==> config.mk <==
export PLATFORM = sky130hd
export DESIGN_NAME = binary_search_param
export DESIGN_NICKNAME = d
export VERILOG_FILES = /design/src/rtl/binary_search_param.sv
export SDC_FILE = /design/constraint.sdc
export NUM_CORES = 1
export LEC_CHECK = 0
export CORE_ASPECT_RATIO = 1.4
export CORE_MARGIN = 4
export CORE_UTILIZATION = 55
export CTS_BUF_LIST = sky130_fd_sc_hd__clkbuf_4 sky130_fd_sc_hd__clkbuf_8
export DETAILED_ROUTE_END_ITERATION = 10
export PLACE_DENSITY = 0.88
export SETUP_SLACK_MARGIN = 0.4
export SYNTH_ARGS = -nofsm -noshare
export SYNTH_HDL_FRONTEND = slang
export SYNTH_SLANG_ARGS = --single-unit
==> constraint.sdc <==
create_clock -name clk -period 6.7 [get_ports clk]
set_input_delay 1.005 -clock clk [delete_from_list [all_inputs] [get_ports clk]]
set_output_delay 1.005 -clock clk [all_outputs]
set_load 0.01 [all_outputs]
==> src/rtl/binary_search_param.sv <==
// binary_search_param: binary search over a sorted synchronous-read memory, exact-match or lower-bound mode
module binary_search_param #(
  parameter int DATA_WIDTH   = 8,
  parameter int ADDR_WIDTH   = 5,
  parameter int READ_LATENCY = 1
) (
  input  logic                  clk,
  input  logic                  reset,
  input  logic                  start,
  input  logic                  mode,
  input  logic [DATA_WIDTH-1:0] A,
  output logic [ADDR_WIDTH-1:0] mem_addr,
  input  logic [DATA_WIDTH-1:0] mem_data,
  output logic                  busy,
  output logic                  done,
  output logic                  found,
  output logic [ADDR_WIDTH-1:0] I
);
  localparam logic [ADDR_WIDTH:0] DEPTH = {1'b1, {ADDR_WIDTH{1'b0}}};
  typedef enum logic [2:0] {IDLE, ISSUE, WAIT, COMPARE, DONE} state_t;
  state_t state;
  logic [DATA_WIDTH-1:0] a_r;
  logic mode_r, less, hit;
  logic [ADDR_WIDTH:0] lo, hi, mid, nlo, nhi;
  logic [2:0] cnt;
  // lo and hi carry one extra bit so hi can hold DEPTH
  always_comb begin
    mid = (lo + hi) >> 1;
    less = mem_data < a_r;
    hit = !mode_r && mem_data == a_r;
    nlo = less ? mid + (ADDR_WIDTH+1)'(1) : lo;
    nhi = less ? hi : mid;
  end
  always_ff @(posedge clk) begin
    if (reset) begin
      state <= IDLE;
      busy <= 1'b0;
      done <= 1'b0;
      found <= 1'b0;
      I <= '0;
      mem_addr <= '0;
      lo <= '0;
      hi <= '0;
      cnt <= '0;
      a_r <= '0;
      mode_r <= 1'b0;
    end else begin
      case (state)
        IDLE: if (start) begin
          a_r <= A;
          mode_r <= mode;
          lo <= '0;
          hi <= DEPTH;
          done <= 1'b0;
          found <= 1'b0;
          busy <= 1'b1;
          state <= ISSUE;
        end
        ISSUE: begin
          mem_addr <= mid[ADDR_WIDTH-1:0];
          cnt <= '0;
          state <= WAIT;
        end
        WAIT: begin
          cnt <= cnt + 3'd1;
          if (cnt == 3'(READ_LATENCY-1)) state <= COMPARE;
        end
        COMPARE: begin
          lo <= nlo;
          hi <= nhi;
          if (hit || nlo >= nhi) begin
            busy <= 1'b0;
            done <= 1'b1;
            found <= hit || (mode_r && nlo < DEPTH);
            I <= (hit || !mode_r) ? mid[ADDR_WIDTH-1:0] : nlo < DEPTH ? nlo[ADDR_WIDTH-1:0] : '1;
            state <= DONE;
          end else state <= ISSUE;
        end
        DONE: if (!start) begin
          done <= 1'b0;
          state <= IDLE;
        end
        default: state <= IDLE;
      endcase
    end
  end
endmodule

# Word level (Yosys, flattened, before mapping)
# Cells that the tools add are included.
# totals
latchBits	0
mem_bits_ro	0
in_bits	20
mem_count	0
word_cells	66
out_inout_bits	13
ff_bits	40
ram_bits	0
# op_classes
n_mul	0
n_reduce_logical	17
bitwise	0
magnitude_cmp	3
add_sub_neg	3
shift	0
n_div	0
n_eq_ne	9
n_mux	23
# ops
operator	count
two-way mux 6 bit	4
case mux 6 bit (2 select lines)	2
case mux 3 bit (5 select lines)	1
two-way mux 3 bit	4
two-way mux 5 bit	2
== test 8 bit	1
< comparator 8 bit	1
!= test 2 bit (second input constant)	4
adder 5 x 1 -> 6 bit (second input constant)	1
adder 6 bit	1
== test 3 x 2 -> 1 bit (second input constant)	2
greater-or-equal comparator 6 bit	1
zero test 3 bit	2
< comparator 6 bit (second input constant)	1
two-way mux 1 bit	6
case mux 3 bit (2 select lines)	1
AND reduction 2 bit	3
AND reduction 3 bit	2
case mux 1 bit (2 select lines)	2
AND reduction 4 bit	1
nonzero test 2 bit	2
adder 3 x 1 -> 3 bit (second input constant)	1
== test 3 x 1 -> 1 bit (second input constant)	1
== test 3 bit (second input constant)	1
5 further kinds	8

# Depth between registers and ports, before layout
# Gate-level depths: netlist (run 1).
# depth
ltp_word	8
mapped_depth	17
ltp_nobuf	16

# Worst setup path before layout (run 1)
# No wires, ideal clock.
# synth_path
path_type	in2reg
start	input port mem_data[3]
end	register I[0]
t_arrival_ns	3.651
path_buffers	2
path_slack_ns	2.953
stages	15
setup_ns	0.096
required_ns	6.604
cell_sequence	ha_1 -> a21oi_1 -> a31oi_1 -> a211oi_4 -> buf_4 -> mux2i_1 -> ha_1 -> a21oi_1 -> o21ai_0 -> nand4_1 -> nand3_2 -> nand2_1 -> clkbuf_1 -> nand3_1 -> o41ai_2
# synth_via
elab_chain_cells	5
elab_cells_between_ends	12
cone_classes	order compare: 3; eq/ne: 1; mux: 4; reduce/logical: 4
# synth_lines
item	line	text
from (decl)	13	input logic [DATA_WIDTH-1:0] mem_data,
< comparator 8 bit	29	less = mem_data < a_r;
two-way mux 6 bit, on equally long branches	31, 32	
< comparator 6 bit or greater-or-equal comparator 6 bit (tied branches)	75, 71	
two-way mux 5 bit or logical OR 1 bit (tied branches)	75, 71	
two-way mux 5 bit or AND reduction 2 bit (tied branches)	-	
to (signal assigned)	75	I <= (hit || !mode_r) ? mid[ADDR_WIDTH-1:0] : nlo < DEPTH ? nlo[ADDR_WIDTH-1:0] : '1;
to (decl)	17	output logic [ADDR_WIDTH-1:0] I
# Parallel ways exist; a longest one is shown, timed or not.
# A chain may end at the register's enable or synchronous reset.

# Worst setup path in the final report (run 1)
# layout_path
start	input port mem_data[3]
end	register I[4]
# The elaborated chain is that of the path after synthesis.

==> impl_results.html, run 1 <==
<table>
<tr><th>Metric</th><th>Value</th></tr>
<tr><th colspan="2">Global route</th></tr>
<tr><td>Largest net degree at the start of global routing</td><td>40</td></tr>
<tr><td>Remaining Overflow, GRT</td><td>0</td></tr>
<tr><td>First-pass GRT wire length</td><td>9450 um</td></tr>
<tr><td>Number of antenna violations at the first check in global routing</td><td>0</td></tr>
<tr><td>Via count of the first global-routing pass</td><td>2118</td></tr>
<tr><td>GRT Util Overall</td><td>0.216</td></tr>
<tr><th colspan="2">Logic synthesis</th></tr>
<tr><td>Total nets after synthesis</td><td>329</td></tr>
<tr><td>Synthesized netlist cell count</td><td>287</td></tr>
<tr><td>Post-synth EDFFs</td><td>0</td></tr>
<tr><td>Main synth FF type</td><td>sky130_fd_sc_hd__dfxtp_1</td></tr>
<tr><td>Share of synthesized flip-flops with an asynchronous set or reset</td><td>0</td></tr>
<tr><td>Number of distinct library cell variants in the gate-level netlist after synthesis</td><td>55</td></tr>
<tr><td>Seq cells post-synth</td><td>40</td></tr>
<tr><td>Synth warnings</td><td>0</td></tr>
<tr><td>Synthesized cell area</td><td>0.00243 mm2</td></tr>
<tr><td>Register area share after synthesis</td><td>0.329</td></tr>
<tr><td>Average cell area after synthesis</td><td>8.48 um2</td></tr>
<tr><th colspan="2">Power and ir drop</th></tr>
<tr><td>P_leak</td><td>0.00115 uW</td></tr>
<tr><td>Overall power of the completed layout</td><td>644 uW</td></tr>
<tr><td>Peak VDD IR</td><td>0.000154 V</td></tr>
<tr><td>PD cells</td><td>222 mW/mm2</td></tr>
<tr><th colspan="2">Clocking</th></tr>
<tr><td>Setup Buffers After CTS</td><td>0</td></tr>
<tr><td>Total of hold buffers inserted after clock tree synthesis</td><td>0</td></tr>
<tr><td>Cell at the root of the clock tree</td><td>sky130_fd_sc_hd__clkbuf_8</td></tr>
<tr><td>Buffers from clock root to sink, at most</td><td>2</td></tr>
<tr><td>H-tree depth</td><td>2</td></tr>
<tr><td>Resized cells post-CTS</td><td>0</td></tr>
<tr><td># clock sinks</td><td>40</td></tr>
<tr><td>Clock tree from TritonCTS</td><td>built</td></tr>
<tr><td>Later-pin clock latency in the skew report</td><td>0.29 ns</td></tr>
<tr><td>Number of CTS-inserted buffers</td><td>5</td></tr>
<tr><td>Worst-path clk slew</td><td>0.07 ns</td></tr>
<tr><th colspan="2">Setup path</th></tr>
<tr><td>Crit Path Class</td><td>input pin to flip-flop</td></tr>
<tr><td>Required time of the worst setup path</td><td>6.88 ns</td></tr>
<tr><td>Arr. time, crit path</td><td>4.82 ns</td></tr>
<tr><td>CP Max Fanout</td><td>16</td></tr>
<tr><td>Kind of launch point of the worst setup path</td><td>input pin</td></tr>
<tr><td>Kind of end point of the critical path</td><td>flip-flop</td></tr>
<tr><th colspan="2">STA</th></tr>
<tr><td>Final critical-path setup slack</td><td>2.07 ns</td></tr>
<tr><td>Final Setup Violations</td><td>0</td></tr>
<tr><td>RSZ-0062 raised after global routing</td><td>false</td></tr>
<tr><td>Count of endpoints failing hold in the final timing report</td><td>0</td></tr>
<tr><td>Actual slew at the worst max-slew pin</td><td>0.846 ns</td></tr>
<tr><td>Shortest clock period the worst path allows after layout</td><td>4.63 ns</td></tr>
<tr><td>Clock skew after layout</td><td>0.00297 ns</td></tr>
<tr><td>Final period util</td><td>0.692</td></tr>
<tr><td>Summed negative setup slack over all endpoints</td><td>0 ns</td></tr>
<tr><td>Max frequency</td><td>216 MHz</td></tr>
<tr><td>Slew margin rel.</td><td>0.434</td></tr>
<tr><td>Final-report max-slew violation count</td><td>0</td></tr>
<tr><th colspan="2">Finish</th></tr>
<tr><td>Final standard cell count with taps included and fillers excluded</td><td>376</td></tr>
<tr><td>Multi-input gate area in the final layout</td><td>0.00152 mm2</td></tr>
<tr><td>Final-stage net count</td><td>357</td></tr>
<tr><td>Number of inserted filler cells in the final layout</td><td>351</td></tr>
<tr><td>Antenna diode count</td><td>0</td></tr>
<tr><td>Signed area change from the synthesized netlist to the final layout</td><td>19.2%</td></tr>
<tr><td>Area taken by flip-flops and latches</td><td>801 um2</td></tr>
<tr><td>Share of layout cells above drive strength 1</td><td>0.104</td></tr>
<tr><td>Final cell utilization of the core</td><td>0.685</td></tr>
<tr><th colspan="2">Placement</th></tr>
<tr><td>Count of port buffers added during placement</td><td>32</td></tr>
<tr><td>Worst Setup Slack post-DPL</td><td>1.76 ns</td></tr>
<tr><td>Weighted congestion at the end of routability-driven global placement</td><td>0.868</td></tr>
<tr><td>HPWL after detailed placement</td><td>3990 um</td></tr>
<tr><td>Cell count after placement</td><td>368</td></tr>
<tr><th colspan="2">Floorplanning</th></tr>
<tr><td>I/O pin count</td><td>33</td></tr>
<tr><td>Starting density of the core</td><td>0.574</td></tr>
<tr><td>Die Span Y</td><td>86.7 um</td></tr>
<tr><td>Std-Cell Core Area</td><td>0.00424 mm2</td></tr>
<tr><td>Width of the chip</td><td>64.2 um</td></tr>
<tr><td>Die footprint</td><td>0.00557 mm2</td></tr>
<tr><td>Rows</td><td>28</td></tr>
<tr><th colspan="2">Drt</th></tr>
<tr><td>DRT Pass-1 Iters</td><td>4</td></tr>
<tr><td>Mean routed wirelength per cell</td><td>14.6 um</td></tr>
<tr><td>Overall routed net length</td><td>5500 um</td></tr>
<tr><td>Number of vias in the routed layout</td><td>2111</td></tr>
<tr><td>Remaining design rule violation count</td><td>0</td></tr>
<tr><td>Number of nets still failing antenna checks after routing</td><td>0</td></tr>
<tr><td>Via density per instance</td><td>5.61</td></tr>
<tr><td>DR iter-0 viols</td><td>121</td></tr>
<tr><th colspan="2">Job</th></tr>
<tr><td>Count of maximum capacitance violations</td><td>0</td></tr>
<tr><th colspan="2">Hold path</th></tr>
<tr><td>Min-delay worst type</td><td>flip-flop to flip-flop</td></tr>
<tr><th colspan="2">Outcome</th></tr>
<tr><td>Outcome</td><td>finished, final reports clean</td></tr>
</table>
[flip-flops by register name (all words and copies together) (netlist names)]
name and cells:
done 1, found 1, mem_addr 5, lo 6, mode_r 1, busy 1, cnt 3, a_r 8
hi 6, state 3, I 5
[metrics by stage]
stage               cell area, um2  hold slack (ns)
floorplan                     2430            0.436
global placement              2790            0.444
detailed placement            2790            0.453
CTS                           2900            0.464
global route                  2900            0.484
finish                        2900            0.461
[final timing paths]
kind / endpoint / slack [ns] / start / cells after the start
hold / removal: a_r[1]$_SDFFE_PP0P_ / 0.46 / a_r[1]$_SDFFE_PP0P_ / 2
setup reg to reg: I[4]$_SDFFE_PP0P_ / 2.83 / a_r[3]$_SDFFE_PP0P_ / 14
hold reg to reg: a_r[1]$_SDFFE_PP0P_ / 0.46 / a_r[1]$_SDFFE_PP0P_ / 2
setup / recovery: I[4]$_SDFFE_PP0P_ / 2.07 / mem_data[3] / 14
[worst max-delay path, stage by stage]
cell and delay [ns]:
sky130_fd_sc_hd__clkdlybuf4s50_1 0.40, sky130_fd_sc_hd__ha_1 0.35, sky130_fd_sc_hd__a21oi_1 0.16, sky130_fd_sc_hd__a31oi_1 0.14, sky130_fd_sc_hd__a211oi_4 0.71, sky130_fd_sc_hd__inv_2 0.17, sky130_fd_sc_hd__o21ai_1 0.28, sky130_fd_sc_hd__ha_1 0.29
sky130_fd_sc_hd__a21o_1 0.16, sky130_fd_sc_hd__a21oi_1 0.18, sky130_fd_sc_hd__nand3_2 0.11, sky130_fd_sc_hd__nand2_1 0.38, sky130_fd_sc_hd__nor3_1 0.10, sky130_fd_sc_hd__a221o_1 0.36
[area by class of cell]
type,count,share of cell area
multi-input combinational,218,0.524
sequential,40,0.276
timing repair buffer,34,0.116
clock buffer,6,0.0263
tap,60,0.0259
inverter,16,0.0207
clock inverter,2,0.0121
[cells in the mapped netlist (all sizes together), types with 3 or more instances]
library cell,instances,area [um2]
o21ai,13,65.1
nor3,4,20.0
nand4,3,18.8
a211oi,3,35.0
a22oi,6,45.0
nor2,38,143
a21o,4,30.0
xnor2,7,87.6
mux2i,8,80.1
buf,6,27.5
nand2b,3,18.8
nand2,32,123
inv,16,60.1
o31ai,4,35.0
a21oi,32,183
ha,21,263
nand3,10,55.1
dfxtp,40,801
nor2b,3,18.8
clkbuf,7,26.3
and2,3,18.8
[where the power goes]
part	total, uW	switching [uW]	internal (uW)
clock network	199	84.0	115
registers	273	19.3	254
logic	172	98.7	73.5
[routing by layer]
layer	share of wire	vias to the layer above	global-route usage
li1	-	1058	-
met5	0	-	0
met2	0.52	66	0.396
met4	0.029	0	0.0942
met1	0.40	975	0.242
met3	0.042	12	0.0389
[cell families (layout without fill, tap and decap cells)]
family | Yosys count | in the layout | synth area share
flip-flops | 40 | 40 | 0.329
AO/OA/AOI/OAI | 76 | 76 | 0.228
AND/OR/NAND/NOR | 102 | 102 | 0.196
XOR/XNOR | 8 | 8 | 0.0427
buffers and inverters | 29 | 58 | 0.0468
multiplexers | 10 | 10 | 0.0421
adder cells (fa/ha/maj) | 22 | 22 | 0.116
[cells in the final DEF (no fill, tap or decap), types with 3 or more instances in the layout]
cell	instances
sky130_fd_sc_hd__inv_1	15
sky130_fd_sc_hd__clkbuf_8	5
sky130_fd_sc_hd__a21oi_2	3
sky130_fd_sc_hd__nand2_1	31
sky130_fd_sc_hd__and2_1	3
sky130_fd_sc_hd__nor3_1	4
sky130_fd_sc_hd__a21oi_1	28
sky130_fd_sc_hd__nand4_1	3
sky130_fd_sc_hd__clkdlybuf4s50_1	32
sky130_fd_sc_hd__nor2b_1	3
sky130_fd_sc_hd__nand3_1	9
sky130_fd_sc_hd__o21ai_0	11
sky130_fd_sc_hd__xnor2_1	5
sky130_fd_sc_hd__ha_1	21
sky130_fd_sc_hd__o31ai_1	3
sky130_fd_sc_hd__dfxtp_1	40
sky130_fd_sc_hd__a21o_1	4
sky130_fd_sc_hd__a22oi_1	6
sky130_fd_sc_hd__mux2i_1	8
sky130_fd_sc_hd__nor2_1	38
sky130_fd_sc_hd__nand2b_1	3
(Power assumes the default switching activity.)
==> inputs of run 2 (changes only) <==
Clock period 6.7 ns to 4.8 ns, I/O delays scaled along.
==> impl_results.html, run 2 (synthesized netlist as in run 1, its figures left out) <==
<table>
<tr><th>Metric</th><th>Value</th></tr>
<tr><th colspan="2">Outcome</th></tr>
<tr><td>Outcome</td><td>finished, final reports clean</td></tr>
<tr><th colspan="2">Floorplanning</th></tr>
<tr><td>Die footprint</td><td>0.00557 mm2</td></tr>
<tr><td>I/O pin count</td><td>33</td></tr>
<tr><td>Rows</td><td>28</td></tr>
<tr><td>Starting density of the core</td><td>0.574</td></tr>
<tr><td>Std-Cell Core Area</td><td>0.00424 mm2</td></tr>
<tr><td>Width of the chip</td><td>64.2 um</td></tr>
<tr><td>Die Span Y</td><td>86.7 um</td></tr>
<tr><th colspan="2">Setup path</th></tr>
<tr><td>Crit Path Class</td><td>input pin to flip-flop</td></tr>
<tr><td>Arr. time, crit path</td><td>4.17 ns</td></tr>
<tr><td>Kind of end point of the critical path</td><td>flip-flop</td></tr>
<tr><td>Kind of launch point of the worst setup path</td><td>input pin</td></tr>
<tr><td>Required time of the worst setup path</td><td>5.00 ns</td></tr>
<tr><td>CP Max Fanout</td><td>10</td></tr>
<tr><th colspan="2">Drt</th></tr>
<tr><td>Number of vias in the routed layout</td><td>2180</td></tr>
<tr><td>DRT Pass-1 Iters</td><td>4</td></tr>
<tr><td>DR iter-0 viols</td><td>117</td></tr>
<tr><td>Via density per instance</td><td>5.77</td></tr>
<tr><td>Number of nets still failing antenna checks after routing</td><td>0</td></tr>
<tr><td>Mean routed wirelength per cell</td><td>15.0 um</td></tr>
<tr><td>Overall routed net length</td><td>5680 um</td></tr>
<tr><td>Remaining design rule violation count</td><td>0</td></tr>
<tr><th colspan="2">Global route</th></tr>
<tr><td>GRT Util Overall</td><td>0.226</td></tr>
<tr><td>Remaining Overflow, GRT</td><td>0</td></tr>
<tr><td>Largest net degree at the start of global routing</td><td>27</td></tr>
<tr><td>Via count of the first global-routing pass</td><td>2206</td></tr>
<tr><td>Number of antenna violations at the first check in global routing</td><td>0</td></tr>
<tr><td>First-pass GRT wire length</td><td>9880 um</td></tr>
<tr><th colspan="2">Finish</th></tr>
<tr><td>Most frequent cells in the layout</td><td>sky130_fd_sc_hd__dfxtp_1, sky130_fd_sc_hd__nor2_1, sky130_fd_sc_hd__clkdlybuf4s50_1, sky130_fd_sc_hd__nand2_1, sky130_fd_sc_hd__a21oi_1</td></tr>
<tr><td>Number of inserted filler cells in the final layout</td><td>337</td></tr>
<tr><td>Leading cell type in the layout, fill and taps excluded</td><td>sky130_fd_sc_hd__dfxtp_1</td></tr>
<tr><td>Share of layout cells above drive strength 1</td><td>0.110</td></tr>
<tr><td>Top flop regs</td><td>a_r: 8 flops, hi: 6 flops, lo: 6 flops</td></tr>
<tr><td>Top register by number of flip-flops</td><td>a_r</td></tr>
<tr><td>Antenna diode count</td><td>0</td></tr>
<tr><td>Signed area change from the synthesized netlist to the final layout</td><td>19.8%</td></tr>
<tr><td>Max FFs per register</td><td>8</td></tr>
<tr><td>Final-stage net count</td><td>359</td></tr>
<tr><th colspan="2">Placement</th></tr>
<tr><td>HPWL after detailed placement</td><td>4210 um</td></tr>
<tr><td>Worst Setup Slack post-DPL</td><td>0.568 ns</td></tr>
<tr><td>Weighted congestion at the end of routability-driven global placement</td><td>0.852</td></tr>
<tr><td>Count of port buffers added during placement</td><td>32</td></tr>
<tr><th colspan="2">Clocking</th></tr>
<tr><td>Later-pin clock latency in the skew report</td><td>0.30 ns</td></tr>
<tr><td>Number of CTS-inserted buffers</td><td>5</td></tr>
<tr><td>H-tree depth</td><td>2</td></tr>
<tr><td>Worst-path clk slew</td><td>0.08 ns</td></tr>
<tr><td>Buffers from clock root to sink, at most</td><td>2</td></tr>
<tr><td>Setup Buffers After CTS</td><td>0</td></tr>
<tr><td>Cell at the root of the clock tree</td><td>sky130_fd_sc_hd__clkbuf_8</td></tr>
<tr><td>Clock tree from TritonCTS</td><td>built</td></tr>
<tr><td>Resized cells post-CTS</td><td>0</td></tr>
<tr><td># clock sinks</td><td>40</td></tr>
<tr><td>Total of hold buffers inserted after clock tree synthesis</td><td>0</td></tr>
<tr><th colspan="2">STA</th></tr>
<tr><td>Slew margin rel.</td><td>0.325</td></tr>
<tr><td>Shortest clock period the worst path allows after layout</td><td>3.97 ns</td></tr>
<tr><td>Max frequency</td><td>252 MHz</td></tr>
<tr><td>Clock skew after layout</td><td>0.00629 ns</td></tr>
<tr><td>Actual slew at the worst max-slew pin</td><td>1.01 ns</td></tr>
<tr><td>Count of endpoints failing hold in the final timing report</td><td>0</td></tr>
<tr><td>Final-report max-slew violation count</td><td>0</td></tr>
<tr><td>Summed negative setup slack over all endpoints</td><td>0 ns</td></tr>
<tr><td>Final critical-path setup slack</td><td>0.828 ns</td></tr>
<tr><td>Worst Hold Margin</td><td>0.458 ns</td></tr>
<tr><td>Final Setup Violations</td><td>0</td></tr>
<tr><td>Final period util</td><td>0.827</td></tr>
<tr><td>RSZ-0062 raised after global routing</td><td>false</td></tr>
<tr><th colspan="2">Hold path</th></tr>
<tr><td>Min-delay worst type</td><td>flip-flop to flip-flop</td></tr>
<tr><th colspan="2">Power and ir drop</th></tr>
<tr><td>PD cells</td><td>309 mW/mm2</td></tr>
<tr><td>P_leak</td><td>0.00115 uW</td></tr>
<tr><td>Peak VDD IR</td><td>0.000296 V</td></tr>
<tr><th colspan="2">Job</th></tr>
<tr><td>Count of maximum capacitance violations</td><td>0</td></tr>
</table>
run 2: cell count changes in the layout (fill, tap and decap cells not counted), sizes merged:
cell,before,now
clkinvlp,0,1
buf,2,4
clkbuf,6,5
run 2: per-stage QoR:
step                 util  area (um2)  instances  total power (uW)
global route        0.688        2920        378               952
floorplan               -        2430        287               559
CTS                 0.688        2920        378               904
detailed placement  0.662        2810        370               630
global placement    0.662        2810        370               621
finish              0.688        2920        378               902
run 2: worst paths after layout:
kind	start	slack [ns]	endpoint	cells after the start
max	mem_data[3]	0.83	I[4]$_SDFFE_PP0P_	15
min	a_r[6]$_SDFFE_PP0P_	0.46	a_r[6]$_SDFFE_PP0P_	2
max reg2reg	lo[0]$_SDFFE_PP0P_	1.10	I[4]$_SDFFE_PP0P_	15
min reg2reg	a_r[6]$_SDFFE_PP0P_	0.46	a_r[6]$_SDFFE_PP0P_	2
run 2: worst max-delay path: stages:
cell	delay (ns)
sky130_fd_sc_hd__clkdlybuf4s50_1	0.42
sky130_fd_sc_hd__ha_1	0.35
sky130_fd_sc_hd__a21oi_1	0.15
sky130_fd_sc_hd__a31oi_1	0.15
sky130_fd_sc_hd__a211oi_4	0.49
sky130_fd_sc_hd__buf_4	0.26
sky130_fd_sc_hd__mux2i_1	0.25
sky130_fd_sc_hd__ha_1	0.27
sky130_fd_sc_hd__a21oi_1	0.14
sky130_fd_sc_hd__o21ai_0	0.09
sky130_fd_sc_hd__nand4_1	0.11
sky130_fd_sc_hd__nand3_2	0.09
sky130_fd_sc_hd__nand2_1	0.23
sky130_fd_sc_hd__nor3_1	0.09
sky130_fd_sc_hd__a221o_1	0.37
run 2: metal layers:
metal | up-vias | global-route usage | routed length [um]
met3 | 21 | 0.0389 | 236
met1 | 1021 | 0.247 | 2170
li1 | 1063 | - | -
met4 | 0 | 0.117 | 231
met2 | 75 | 0.413 | 3040
met5 | - | 0 | 0
run 2: final cells by class:
class | instances | area (um2) | area share
clock buffers | 5 | 68.8 | 0.0236
well taps | 60 | 75.1 | 0.0257
inverters | 16 | 60.1 | 0.0206
multi-input cells | 218 | 1520 | 0.521
repair buffers | 36 | 350 | 0.120
flip-flops and latches | 40 | 801 | 0.274
clock inverters | 3 | 42.5 | 0.0146
run 2: where the power goes:
part / switching (uW) / total, uW / internal (uW)
Combinational: 140 / 245 / 105
Sequential: 26.9 / 382 / 355
Clock: 122 / 276 / 154
==> inputs of run 3 (changes only) <==
Clock period 4.8 ns to 3.8 ns, I/O delays scaled along.
==> impl_results.html, run 3 (synthesized netlist as in run 1, its figures left out) <==
<table>
<tr><th>Metric</th><th>Value</th></tr>
<tr><th colspan="2">STA</th></tr>
<tr><td>Final-report max-slew violation count</td><td>0</td></tr>
<tr><td>Final Setup Violations</td><td>0</td></tr>
<tr><td>Summed negative setup slack over all endpoints</td><td>0 ns</td></tr>
<tr><td>Final period util</td><td>0.942</td></tr>
<tr><td>Shortest clock period the worst path allows after layout</td><td>3.58 ns</td></tr>
<tr><td>RSZ-0062 raised after global routing</td><td>true</td></tr>
<tr><td>Max frequency</td><td>279 MHz</td></tr>
<tr><td>Count of endpoints failing hold in the final timing report</td><td>0</td></tr>
<tr><td>Clock skew after layout</td><td>0.0131 ns</td></tr>
<tr><td>Slew margin rel.</td><td>0.582</td></tr>
<tr><td>Actual slew at the worst max-slew pin</td><td>0.625 ns</td></tr>
<tr><th colspan="2">Power and ir drop</th></tr>
<tr><td>Internal cell power</td><td>780 uW</td></tr>
<tr><td>Comb power frac</td><td>0.345</td></tr>
<tr><td>Sequential Power Share</td><td>0.400</td></tr>
<tr><td>Peak VDD IR</td><td>0.000305 V</td></tr>
<tr><td>Switching Power</td><td>425 uW</td></tr>
<tr><td>P_leak</td><td>0.00131 uW</td></tr>
<tr><td>Relative contribution of the clock network to total power</td><td>0.255</td></tr>
<tr><td>PD cells</td><td>366 mW/mm2</td></tr>
<tr><td>Sw frac</td><td>0.353</td></tr>
<tr><th colspan="2">Drt</th></tr>
<tr><td>DRT Pass-1 Iters</td><td>4</td></tr>
<tr><td>Mean routed wirelength per cell</td><td>18.6 um</td></tr>
<tr><td>Number of vias in the routed layout</td><td>2407</td></tr>
<tr><td>Overall routed net length</td><td>7430 um</td></tr>
<tr><td>Via density per instance</td><td>6.03</td></tr>
<tr><td>Remaining design rule violation count</td><td>0</td></tr>
<tr><td>DR iter-0 viols</td><td>231</td></tr>
<tr><td>Number of nets still failing antenna checks after routing</td><td>0</td></tr>
<tr><th colspan="2">Clocking</th></tr>
<tr><td>Total of hold buffers inserted after clock tree synthesis</td><td>0</td></tr>
<tr><td>H-tree depth</td><td>2</td></tr>
<tr><td>Cell at the root of the clock tree</td><td>sky130_fd_sc_hd__clkbuf_8</td></tr>
<tr><td>Buffers from clock root to sink, at most</td><td>2</td></tr>
<tr><td># clock sinks</td><td>40</td></tr>
<tr><td>Clock tree from TritonCTS</td><td>built</td></tr>
<tr><td>Later-pin clock latency in the skew report</td><td>0.31 ns</td></tr>
<tr><td>Worst-path clk slew</td><td>0.08 ns</td></tr>
<tr><td>Number of CTS-inserted buffers</td><td>5</td></tr>
<tr><th colspan="2">Floorplanning</th></tr>
<tr><td>Std-Cell Core Area</td><td>0.00424 mm2</td></tr>
<tr><td>Die Span Y</td><td>86.7 um</td></tr>
<tr><td>I/O pin count</td><td>33</td></tr>
<tr><td>Starting density of the core</td><td>0.574</td></tr>
<tr><td>Rows</td><td>28</td></tr>
<tr><td>Die footprint</td><td>0.00557 mm2</td></tr>
<tr><td>Width of the chip</td><td>64.2 um</td></tr>
<tr><th colspan="2">Setup path</th></tr>
<tr><td>Required time of the worst setup path</td><td>3.98 ns</td></tr>
<tr><td>Kind of end point of the critical path</td><td>flip-flop</td></tr>
<tr><td>Arr. time, crit path</td><td>3.76 ns</td></tr>
<tr><td>Depth of the worst register-to-register path</td><td>14</td></tr>
<tr><td>Reg2Reg Capture Point</td><td>I[0]$_SDFFE_PP0P_</td></tr>
<tr><td>Kind of launch point of the worst setup path</td><td>input pin</td></tr>
<tr><td>Slack of the worst reg-to-reg path</td><td>0.35 ns</td></tr>
<tr><td>CP Max Fanout</td><td>8</td></tr>
<tr><td>Crit Path Class</td><td>input pin to flip-flop</td></tr>
<tr><td>Source of the worst register-to-register timing path</td><td>lo[0]$_SDFFE_PP0P_</td></tr>
<tr><th colspan="2">Finish</th></tr>
<tr><td>Post-route cell area</td><td>0.00330 mm2</td></tr>
<tr><td>Multi-input gate area in the final layout</td><td>0.00172 mm2</td></tr>
<tr><td>Area taken by flip-flops and latches</td><td>808 um2</td></tr>
<tr><td>Share of layout cells above drive strength 1</td><td>0.245</td></tr>
<tr><td>Final-stage net count</td><td>380</td></tr>
<tr><td>Max FFs per register</td><td>8</td></tr>
<tr><td>Signed area change from the synthesized netlist to the final layout</td><td>35.4%</td></tr>
<tr><td>Most frequent cells in the layout</td><td>sky130_fd_sc_hd__nor2_1, sky130_fd_sc_hd__dfxtp_1, sky130_fd_sc_hd__nand2_1, sky130_fd_sc_hd__clkdlybuf4s50_1, sky130_fd_sc_hd__a21oi_1</td></tr>
<tr><td>Top flop regs</td><td>a_r: 8 flops, hi: 6 flops, lo: 6 flops</td></tr>
<tr><td>Number of inserted filler cells in the final layout</td><td>271</td></tr>
<tr><td>Antenna diode count</td><td>0</td></tr>
<tr><td>Top register by number of flip-flops</td><td>a_r</td></tr>
<tr><td>Final standard cell count with taps included and fillers excluded</td><td>399</td></tr>
<tr><td>Leading cell type in the layout, fill and taps excluded</td><td>sky130_fd_sc_hd__nor2_1</td></tr>
<tr><th colspan="2">Global route</th></tr>
<tr><td>First-pass GRT wire length</td><td>10800 um</td></tr>
<tr><td>Remaining Overflow, GRT</td><td>0</td></tr>
<tr><td>GRT Util Overall</td><td>0.248</td></tr>
<tr><td>Via count of the first global-routing pass</td><td>2399</td></tr>
<tr><td>Number of antenna violations at the first check in global routing</td><td>0</td></tr>
<tr><td>Largest net degree at the start of global routing</td><td>28</td></tr>
<tr><th colspan="2">Placement</th></tr>
<tr><td>Cell count after placement</td><td>383</td></tr>
<tr><td>Weighted congestion at the end of routability-driven global placement</td><td>0.863</td></tr>
<tr><td>Post-Place Cell Area</td><td>0.00290 mm2</td></tr>
<tr><td>Count of port buffers added during placement</td><td>32</td></tr>
<tr><td>HPWL after detailed placement</td><td>4430 um</td></tr>
<tr><th colspan="2">Hold path</th></tr>
<tr><td>Hold-critical path depth</td><td>2</td></tr>
<tr><td>Worst hold endpoint</td><td>a_r[6]$_SDFFE_PP0P_</td></tr>
<tr><td>Min-delay worst type</td><td>flip-flop to flip-flop</td></tr>
<tr><td>Hold path startpoint</td><td>a_r[6]$_SDFFE_PP0P_</td></tr>
<tr><th colspan="2">Job</th></tr>
<tr><td>Count of maximum capacitance violations</td><td>0</td></tr>
<tr><th colspan="2">Outcome</th></tr>
<tr><td>Outcome</td><td>finished, final reports clean</td></tr>
</table>
==> run 3: changes by cell type in the layout (fill, tap and decap cells not counted), sizes merged <==
cell / previous run / this run
dlymetal6s2s: 0 / 2
clkinvlp: 1 / 0
clkbuf: 5 / 6
clkinv: 1 / 2
bufinv: 1 / 0
clkdlybuf4s50: 32 / 30
buf: 4 / 25
==> run 3: worst max path at each step <==
stage | slack (ns) | endpoint | from | depth (start not counted)
final | 0.22 | I[0]$_SDFFE_PP0P_ | mem_data[7] | 16
after global routing | 0.17 | I[0]$_SDFFE_PP0P_ | mem_data[1] | 16
after CTS | 0.39 | I[4]$_SDFFE_PP0P_ | mem_data[6] | 16
after detailed placement | -0.07 | I[4]$_SDFFE_PP0P_ | mem_data[3] | 15
after global placement | 0.05 | I[4]$_SDFFE_PP0P_ | mem_data[3] | 15
after floorplan | 0.48 | I[0]$_SDFFE_PP0P_ | lo[0]$_SDFFE_PP0P_ | 16
==> run 3: routing by layer <==
layer | wire (um) | GRT usage
met1 | 2640 | 0.262
met2 | 3920 | 0.444
met5 | 0 | 0
met4 | 448 | 0.163
met3 | 427 | 0.0441
==> run 3: layout make-up <==
cell class,instances,share of cell area
Inverter,16,0.0182
Timing Repair Buffer,57,0.164
Multi-Input combinational cell,218,0.522
Clock inverter,2,0.00304
Clock buffer,6,0.0251
Sequential cell,40,0.245
Tap cell,60,0.0228
==> run 3: power by group through the flow <==
stage | combinational [uW] | sequential, uW | clock (uW)
CTS | 353 | 482 | 304
global route | 447 | 488 | 330
floorplan | 230 | 476 | 0
detailed placement | 335 | 491 | 0
finish | 416 | 483 | 307
global placement | 323 | 490 | 0
==> run 3: through the flow <==
stage | hold WS, ns | power, uW | setup slack [ns] | utilization
after global routing | 0.489 | 1260 | 0.166 | 0.777
after detailed placement | 0.448 | 826 | -0.0747 | 0.685
final | 0.463 | 1210 | 0.221 | 0.777
after CTS | 0.458 | 1140 | 0.385 | 0.719
after floorplan | 0.436 | 706 | 0.484 | -
after global placement | 0.444 | 812 | 0.0512 | 0.685
==> run 3: worst max-delay path: stages <==
cell and delay [ns]:
sky130_fd_sc_hd__clkdlybuf4s50_1 0.46, sky130_fd_sc_hd__ha_4 0.31, sky130_fd_sc_hd__nand4_1 0.15, sky130_fd_sc_hd__a31oi_2 0.27
sky130_fd_sc_hd__a211oi_4 0.06, sky130_fd_sc_hd__buf_6 0.14, sky130_fd_sc_hd__buf_8 0.14, sky130_fd_sc_hd__mux2i_4 0.19
sky130_fd_sc_hd__ha_1 0.31, sky130_fd_sc_hd__nand2_1 0.06, sky130_fd_sc_hd__o21ai_1 0.17, sky130_fd_sc_hd__nand4_1 0.14
sky130_fd_sc_hd__nand3_2 0.11, sky130_fd_sc_hd__nand2_4 0.08, sky130_fd_sc_hd__buf_6 0.17, sky130_fd_sc_hd__o41ai_2 0.42
==> run 3: repair_timing <==
action,in CTS,in global routing
setup endpoints to repair,8,10
buffers inserted,1,7
pin swaps,3,17
resized for setup,10,32
